[config.mk]
export PLATFORM = sky130hd
export DESIGN_NAME = pipelined_seg_adder_flat
export DESIGN_NICKNAME = d
export VERILOG_FILES = /design/src/rtl/pipelined_seg_adder_if.sv /design/src/rtl/pipelined_seg_adder.sv /design/src/flat_wrapper.sv
export SDC_FILE = /design/constraint.sdc
export NUM_CORES = 1
export LEC_CHECK = 0
export ABC_AREA = 1
export BUFFER_PORTS_ARGS = -buffer_cell sky130_fd_sc_hd__clkbuf_2
export CELL_PAD_IN_SITES_DETAIL_PLACEMENT = 1
export CELL_PAD_IN_SITES_GLOBAL_PLACEMENT = 1
export CORE_ASPECT_RATIO = 0.6
export CORE_MARGIN = 2
export CORE_UTILIZATION = 39
export CTS_CLUSTER_DIAMETER = 60
export DETAILED_ROUTE_END_ITERATION = 8
export PLACE_DENSITY_LB_ADDON = 0.1
export SYNTH_ARGS = -nofsm -noshare
export SYNTH_HDL_FRONTEND = slang
export SYNTH_SLANG_ARGS = --single-unit
[constraint.sdc]
create_clock -name clk -period 2.36 [get_ports clk]
set_input_delay 0.354 -clock clk [delete_from_list [all_inputs] [get_ports clk]]
set_output_delay 0.354 -clock clk [all_outputs]
set_load 0.01 [all_outputs]
[src/rtl/pipelined_seg_adder_if.sv]
// Operand/result handshake bundle for pipelined_seg_adder.
// The lzc signal exists only when SEG_ADDER_LZC_EN is defined.
interface pipelined_seg_adder_if #(
    parameter int unsigned WIDTH = 48
);
    localparam int unsigned LZC_W = $clog2(WIDTH + 1);

    logic             in_valid;
    logic             in_ready;
    logic [WIDTH:0]   x;
    logic [WIDTH-1:0] y;
    logic             sub;
    logic             out_valid;
    logic             out_ready;
    logic [WIDTH-1:0] sum;
    logic             cout;
    logic             zero;
`ifdef SEG_ADDER_LZC_EN
    logic [LZC_W-1:0] lzc;

    modport master (
        output in_valid, x, y, sub, out_ready,
        input  in_ready, out_valid, sum, cout, zero, lzc
    );
    modport slave (
        input  in_valid, x, y, sub, out_ready,
        output in_ready, out_valid, sum, cout, zero, lzc
    );
`else
    modport master (
        output in_valid, x, y, sub, out_ready,
        input  in_ready, out_valid, sum, cout, zero
    );
    modport slave (
        input  in_valid, x, y, sub, out_ready,
        output in_ready, out_valid, sum, cout, zero
    );
`endif
endinterface

[src/rtl/pipelined_seg_adder.sv]
// Pipelined (WIDTH+1)-bit add/subtract split into NSEG carry-linked segments,
// one segment per stage, valid/ready flow control with a global stall.
// Optional leading-zero count output: define SEG_ADDER_LZC_EN.
module pipelined_seg_adder #(
    parameter int unsigned WIDTH = 48,
    parameter int unsigned NSEG  = 4
) (
    input  logic                  clk,
    input  logic                  rst_n,
    pipelined_seg_adder_if.slave  bus
);
    localparam int unsigned SEG_W   = WIDTH / NSEG;
    // Stage k keeps sum bits [(k+1)*SEG_W-1:0]; all stages are packed back to back.
    localparam int unsigned SUM_TOT = SEG_W * NSEG * (NSEG + 1) / 2;
    localparam int unsigned SUM_LO  = SEG_W * (NSEG - 1) * NSEG / 2;
    // Stage k (not last) keeps operand bits [WIDTH:(k+1)*SEG_W] still to be added.
    localparam int unsigned REM_TOT = (NSEG - 1) * (WIDTH + 1) - SUM_LO;
    localparam int unsigned REM_W   = (REM_TOT == 0) ? 1 : REM_TOT;

    if ((WIDTH % NSEG) != 0) begin : g_bad_cfg
        $error("pipelined_seg_adder: WIDTH must be a multiple of NSEG");
    end

    logic                en_c;
    logic [WIDTH:0]      b_in_c;
    logic [NSEG-1:0]     vld_q, vld_d;
    logic [NSEG-1:0]     cry_q, cry_d;
    logic [SUM_TOT-1:0]  sum_q, sum_d;
    logic [REM_W-1:0]    xr_q, xr_d;
    logic [REM_W-1:0]    br_q, br_d;
    logic                zero_q, zero_d;

    // Global advance: every stage moves unless a finished result is blocked.
    assign en_c   = !vld_q[NSEG-1] | bus.out_ready;
    // Subtract becomes add of the inverted operand plus carry-in at stage 0.
    assign b_in_c = bus.sub ? ~{1'b0, bus.y} : {1'b0, bus.y};

    for (genvar k = 0; k < NSEG; k++) begin : g_stg
        localparam int unsigned IW = WIDTH + 1 - k * SEG_W;
        localparam int unsigned SO = SEG_W * k * (k + 1) / 2;
        localparam int unsigned SW = (k + 1) * SEG_W;

        logic [IW-1:0]  xi_c, bi_c;
        logic           ci_c, vi_c;
        logic [SEG_W:0] seg_c;

        if (k == 0) begin : g_first
            assign xi_c            = bus.x;
            assign bi_c            = b_in_c;
            assign ci_c            = bus.sub;
            assign vi_c            = bus.in_valid;
            assign sum_d[SW-1:0]   = seg_c[SEG_W-1:0];
        end else begin : g_next
            localparam int unsigned PSO = SEG_W * (k - 1) * k / 2;
            localparam int unsigned PRO = (k - 1) * (WIDTH + 1) - PSO;
            assign xi_c            = xr_q[PRO +: IW];
            assign bi_c            = br_q[PRO +: IW];
            assign ci_c            = cry_q[k-1];
            assign vi_c            = vld_q[k-1];
            assign sum_d[SO +: SW] = {seg_c[SEG_W-1:0], sum_q[PSO +: k*SEG_W]};
        end

        // One segment-wide adder per stage; carry never ripples past it.
        assign seg_c    = (SEG_W+1)'(xi_c[SEG_W-1:0]) + (SEG_W+1)'(bi_c[SEG_W-1:0])
                        + (SEG_W+1)'(ci_c);
        assign vld_d[k] = vi_c;

        if (k < NSEG - 1) begin : g_mid
            localparam int unsigned RO = k * (WIDTH + 1) - SO;
            localparam int unsigned RW = IW - SEG_W;
            assign cry_d[k]        = seg_c[SEG_W];
            assign xr_d[RO +: RW]  = xi_c[IW-1:SEG_W];
            assign br_d[RO +: RW]  = bi_c[IW-1:SEG_W];
        end else begin : g_last
            // Top bit: fold in the aligner pre-carry and the extended operand bit.
            assign cry_d[k] = seg_c[SEG_W] ^ xi_c[SEG_W] ^ bi_c[SEG_W];
        end
    end

    assign zero_d = (sum_d[SUM_LO +: WIDTH] == '0);

`ifdef SEG_ADDER_LZC_EN
    localparam int unsigned LZC_W = $clog2(WIDTH + 1);
    logic [LZC_W-1:0] lzc_q, lzc_d;

    function automatic logic [LZC_W-1:0] count_lz(input logic [WIDTH-1:0] v);
        logic [LZC_W-1:0] n;
        logic             hit;
        n   = '0;
        hit = 1'b0;
        for (int i = int'(WIDTH) - 1; i >= 0; i--) begin
            if (v[i]) hit = 1'b1;
            else if (!hit) n = n + LZC_W'(1);
        end
        return n;
    endfunction

    assign lzc_d   = count_lz(sum_d[SUM_LO +: WIDTH]);
    assign bus.lzc = lzc_q;

    // Leading-zero count registered alongside the final sum.
    always_ff @(posedge clk) begin
        if (!rst_n)    lzc_q <= '0;
        else if (en_c) lzc_q <= lzc_d;
    end
`endif

    // Pipeline registers: cleared by reset, frozen as a whole when stalled.
    always_ff @(posedge clk) begin
        if (!rst_n) begin
            vld_q  <= '0;
            cry_q  <= '0;
            sum_q  <= '0;
            xr_q   <= '0;
            br_q   <= '0;
            zero_q <= 1'b0;
        end else if (en_c) begin
            vld_q  <= vld_d;
            cry_q  <= cry_d;
            sum_q  <= sum_d;
            xr_q   <= xr_d;
            br_q   <= br_d;
            zero_q <= zero_d;
        end
    end

    assign bus.in_ready  = en_c;
    assign bus.out_valid = vld_q[NSEG-1];
    assign bus.sum       = sum_q[SUM_LO +: WIDTH];
    assign bus.cout      = cry_q[NSEG-1];
    assign bus.zero      = zero_q;
endmodule

[src/flat_wrapper.sv]
// flat-port wrapper written by rule: the top's interface ports become plain ports
module pipelined_seg_adder_flat 
#(
    parameter int unsigned WIDTH = 48,
    parameter int unsigned NSEG  = 4
)
  (clk, rst_n, bus_in_valid, bus_x, bus_y, bus_sub, bus_out_ready, bus_in_ready, bus_out_valid, bus_sum, bus_cout, bus_zero);
  pipelined_seg_adder_if #(.WIDTH(WIDTH)) bus_i ();
  input  logic clk;
  input  logic rst_n;
  input wire logic [$bits(bus_i.in_valid)-1:0] bus_in_valid;
  input wire logic [$bits(bus_i.x)-1:0] bus_x;
  input wire logic [$bits(bus_i.y)-1:0] bus_y;
  input wire logic [$bits(bus_i.sub)-1:0] bus_sub;
  input wire logic [$bits(bus_i.out_ready)-1:0] bus_out_ready;
  output wire logic [$bits(bus_i.in_ready)-1:0] bus_in_ready;
  output wire logic [$bits(bus_i.out_valid)-1:0] bus_out_valid;
  output wire logic [$bits(bus_i.sum)-1:0] bus_sum;
  output wire logic [$bits(bus_i.cout)-1:0] bus_cout;
  output wire logic [$bits(bus_i.zero)-1:0] bus_zero;
  assign bus_i.in_valid = bus_in_valid;
  assign bus_i.x = bus_x;
  assign bus_i.y = bus_y;
  assign bus_i.sub = bus_sub;
  assign bus_i.out_ready = bus_out_ready;
  assign bus_in_ready = bus_i.in_ready;
  assign bus_out_valid = bus_i.out_valid;
  assign bus_sum = bus_i.sum;
  assign bus_cout = bus_i.cout;
  assign bus_zero = bus_i.zero;
  pipelined_seg_adder #(.WIDTH(WIDTH), .NSEG(NSEG)) u_core (.clk(clk), .rst_n(rst_n), .bus(bus_i));
endmodule
## After elaboration in Yosys (flattened, before gate mapping)

Cells that the tools add are included.

| storage, ports and cells | value |
|---|---|
| bits in registers | 279 |
| output and inout bits | 52 |

| cells by class | value |
|---|---|
| add/subtract/negate cells | 8 |
| multiplexer cells | 1 |
| bitwise operators | 4 |
| reduce and logical (&&, ||, !) cells | 2 |

Operators by type and width:

| kind | count |
|---|---|
| adder 12 x 12 -> 13 bit | 4 |
| adder 13 x 1 -> 13 bit | 4 |
| 2-to-1 mux 49 bit | 1 |
| NOT 48 -> 49 bit | 1 |
| logical NOT 48 bit | 1 |
| XOR 1 bit | 2 |
| logical NOT 1 bit | 1 |
| bitwise OR 1 bit | 1 |

## Longest topological paths before layout

| logic depth | value |
|---|---|
| depth in word-level cells | 4 |
| gate-level depth with buffers | 18 |
| mapped depth without buffers | 18 |

## Least setup slack after synthesis

Ideal clock, no wire load.

| path | value |
|---|---|
| path type | input port to flip-flop |
| start | input port bus_sub |
| end | register u_core.sum_q[10] |
| library setup time | 114 ps |
| arrival time | 2251 ps |
| slack | -5 ps |
| stages | 13 |
| cell sequence | buf_2 buf_2 buf_2 xor2_1 ha_1 a21oi_1 nand2_1 a21oi_2 o21ai_2 a21oi_2 xor2_1 o21bai_1 inv_1 |

| between the ends | value |
|---|---|
| longest elaborated chain between the ends | 3 |

RTL lines:

| element | line | text |
|---|---|---|
| from (decl) | flat_wrapper.sv:14 | `input wire logic [$bits(bus_i.sub)-1:0] bus_sub;` |
| 2-to-1 mux 49 bit | pipelined_seg_adder.sv:36 | `assign b_in_c = bus.sub ? ~{1'b0, bus.y} : {1'b0, bus.y};` |
| adder 12 x 12 -> 13 bit | pipelined_seg_adder.sv:64 | `assign seg_c = (SEG_W+1)'(xi_c[SEG_W-1:0]) + (SEG_W+1)'(bi_c[SEG_W-1:0])` |
| adder 13 x 1 -> 13 bit * | pipelined_seg_adder.sv:65 | `+ (SEG_W+1)'(ci_c);` |
| to (signal assigned) | pipelined_seg_adder.sv:120 | `sum_q <= sum_d;` |
| to (decl) | pipelined_seg_adder.sv:28 | `logic [SUM_TOT-1:0] sum_q, sum_d;` |

Mark *: on every way between the ends. The rest lies on a longest branch, timed or not.
A chain may end at the register's enable or synchronous reset.

## Worst setup path after layout

| path | value |
|---|---|
| start | register u_core.br_q[37] |
| end | register u_core.sum_q[70] |

| between the ends | value |
|---|---|
| longest elaborated chain between the ends | 2 |

RTL lines:

| element | line | text |
|---|---|---|
| from (decl) | pipelined_seg_adder.sv:30 | `logic [REM_W-1:0] br_q, br_d;` |
| from (signal assigned) | pipelined_seg_adder.sv:122 | `br_q <= br_d;` |
| adder 12 x 12 -> 13 bit | pipelined_seg_adder.sv:64 |  |
| adder 13 x 1 -> 13 bit | pipelined_seg_adder.sv:65 |  |

Every way passes these cells.

==> flow_metrics.env <==
export IMPL_cp_top_family="adder cells"
export IMPL_stdcell_area_sq_um=14300
export IMPL_hold_slack_ns=0.0483
export IMPL_maxSlewViolCount=0
export IMPL_core_area_sq_um=31400
export IMPL_tightest_slew_ns=0.681
export IMPL_rsz0062_at_grt="no"
export IMPL_intPower_mw=8.49
export IMPL_hp_class="in -> reg"
export IMPL_yosys_top_cells_count="nor2_1 (374), dfxtp_1 (279), o21ai_0 (268), nand2_1 (109), inv_1 (102)"
export IMPL_dpl_cell_area_sq_um=13300
export IMPL_place_congestion=0.836
export IMPL_antenna_left=0
export IMPL_die_width_um=235
export IMPL_max_clock_freq_ghz=0.463
export IMPL_yosys_area_top_type="dfxtp_1"
export IMPL_synth_warnings=0
export IMPL_via_count=10200
export IMPL_grt_usage_pct=19.2
export IMPL_cpMostUsedCell="inv_1"
export IMPL_postCtsHoldBufs=0
export IMPL_post_dp_hpwl_um=22900
export IMPL_die_h_um=143
export IMPL_setup_slack_ns=0.202
export IMPL_cp_start_kind="register"
export IMPL_clkPwrFrac_pct=41.2
export IMPL_port_buffers=153
export IMPL_grt_pass1_wl_um=53000
export IMPL_synthToLayoutAreaGrowth_pct=13.9
export IMPL_drt_iter0_markers=483
export IMPL_drv_cap=0
export IMPL_ir_drop_mv=0.503
export IMPL_syn_inst=1620
export IMPL_cp_data_required_time_ns=2.81
export IMPL_path_max_fanout=3
export IMPL_routedWlPerCell_um=15.4
export IMPL_htree_levels=1
export IMPL_power_leakage_nw=7.14
export IMPL_synth_flop_cell="dfxtp_1"
export IMPL_n_fill_cell=3880
export IMPL_p_sw_mw=3.00
export IMPL_async_flop_share_pct=0
export IMPL_clkLatencyLatePin_ns=0.55
export IMPL_slew_headroom_pct=54.6
export IMPL_synth_area_leaders="dfxtp_1 (45%), nor2_1 (11%), o21ai_0 (11%), ha_1 (4.4%), a21oi_1 (4.0%)"
export IMPL_period_share_pct=91.4
export IMPL_tritoncts="done"
export IMPL_synth_distinct_cells=35
export IMPL_critPathMaxStageDelay_ns=0.40
export IMPL_path_cells="inv_1 > fa_2 > inv_1 > fa_1 > nand3_1 > nand2_1 > a21oi_2 > o21ai_2 > a21oi_2 > xor2_1 > nand2_1 > nand3_1 > inv_1"
export IMPL_cp_end_kind="register"
export IMPL_drive_above_1_share_pct=15.0
export IMPL_cts_root_buffer="clkbuf_16"
export IMPL_ys_seq_area_share_pct=44.6
export IMPL_worstPathArrival_ns=2.61
export IMPL_routed_wl_um=32400
export IMPL_start_util_pct=39.9
export IMPL_synth_top_area_share_pct=44.6
export IMPL_utilization_pct=45.5
export IMPL_min_period_ns=2.16
export IMPL_sequentialPowerShare_pct=46.3
export IMPL_rows=50
export IMPL_vias_per_cell=4.85
export IMPL_overflow=0
export IMPL_first_global_vias=10000
export IMPL_die_area_sq_um=33600
export IMPL_place_ws_ns=0.134
export IMPL_fin_setup_tns_ns=0
export IMPL_crit_type="reg -> reg"
export IMPL_antenna_found_initial=0
export IMPL_powerDensity_nw_per_um2=805
export IMPL_status="completed"
export IMPL_swShare_pct=26.1
export IMPL_antenna_cells=0
export IMPL_fin_skew_ns=0.0108
export IMPL_pin_count=154
export IMPL_clockBufferDepth=3
export IMPL_power_mw=11.5
export IMPL_regToRegSetupSlack_ns=0.20
export IMPL_grt_max_degree=120
export IMPL_netlist_area_sq_um=12500
export IMPL_crit_buf_inv=3
export IMPL_nets=1827
export IMPL_synth_edff_count=0
export IMPL_path_clk_slew_ns=0.07
export IMPL_place_inst=2060
export IMPL_ys_ff_latch=279
export IMPL_avgSynthCellArea_sq_um=7.74
export IMPL_finalSetupViolCount=0
export IMPL_finalNonFillerCells=2111
export IMPL_combPwrFrac_pct=12.6
export IMPL_cts_buffers=28
export IMPL_yosysMostFrequentCell="nor2_1"
export IMPL_finalHoldViolCount=0
export IMPL_crit_slowest_cell="fa_1"
export IMPL_syn_nets=1773
export IMPL_drcViolationCount=0
export IMPL_cts_sinks=279
export IMPL_dr_pass1_iters=4
==> final cells by class <==
class                   count  area [sq um]  share of cell area [%]
flip-flops and latches    279          5590                    39.1
repair buffers            169           970                    6.79
multi-input cells        1093          5820                    40.8
clock buffers              42           855                    5.99
well taps                 416           520                    3.65
inverters                 103           394                    2.76
clock inverters             9           130                   0.912
==> power by group through the flow <==
stage	clock network [mW]	registers, mW	logic [mW]
floorplan	0	5.34	1.05
global placement	0	5.40	1.41
detailed placement	0	5.42	1.45
CTS	4.88	5.32	1.47
global route	5.08	5.36	1.66
finish	4.73	5.32	1.45
==> worst paths after layout <==
check                                                   from                             to  cells after the start
worst max-delay path            u_core.br_q[37]$_SDFFE_PN0P_  u_core.sum_q[70]$_SDFFE_PN0P_                     13
worst min-delay path                               bus_x[14]    u_core.xr_q[2]$_SDFFE_PN0P_                      3
worst max register to register  u_core.br_q[37]$_SDFFE_PN0P_  u_core.sum_q[70]$_SDFFE_PN0P_                     13
worst min register to register  u_core.br_q[33]$_SDFFE_PN0P_   u_core.br_q[58]$_SDFFE_PN0P_                      2
==> repair_timing <==
action / in CTS / in global routing
hold endpoints to repair: 0 / 0
setup buffers: 0 / 0
endpoints found under the setup margin: 0 / 6
gates resized for setup: 0 / 8
==> layer usage <==
metal | routed length, um | up-vias | global-route usage [%]
met4 | 485 | 0 | 3.35
met3 | 1260 | 35 | 3.65
met5 | 0 | - | 0
li1 | - | 5333 | -
met2 | 12600 | 145 | 27.8
met1 | 18000 | 4735 | 29.6
==> worst register-to-register path, cell delays in order, from the launching register on <==
cell	delay, ns
dfxtp_1	0.30
inv_1	0.10
fa_2	0.25
inv_1	0.06
fa_1	0.40
nand3_1	0.09
nand2_1	0.09
a21oi_2	0.18
o21ai_2	0.09
a21oi_2	0.18
xor2_1	0.16
nand2_1	0.06
nand3_1	0.08
inv_1	0.04
==> flip-flops by register name, indices dropped and copies added (netlist names) <==
name / count
u_core.vld_q: 4
u_core.cry_q: 4
u_core.sum_q: 120
u_core.br_q: 75
u_core.bus.zero: 1
u_core.xr_q: 75
==> cells in the final DEF (no fill, tap or decap), types with 6 or more instances in the layout <==
cell type	instances
dfxtp_1	277
o21ai_2	7
o21ai_0	268
a21oi_2	12
ha_1	44
nor2_1	373
a21oi_1	100
buf_4	11
clkbuf_16	29
o21ai_1	12
clkbuf_2	151
inv_1	101
clkbuf_8	8
nand2_2	6
nand2_1	109
xor2_1	29
nand3_1	19
xnor2_1	45
buf_12	6
o21bai_1	25
o211ai_1	9
==> cell families after synthesis <==
logic type | after synthesis | synth area share (%)
xor+xnor | 75 | 5.30
compound gates | 440 | 19.0
buf+inv | 248 | 9.13
fa+ha+maj | 51 | 5.51
flops | 279 | 44.6
simple gates | 527 | 16.5
Note: power is estimated with default switching activity, not from simulation.
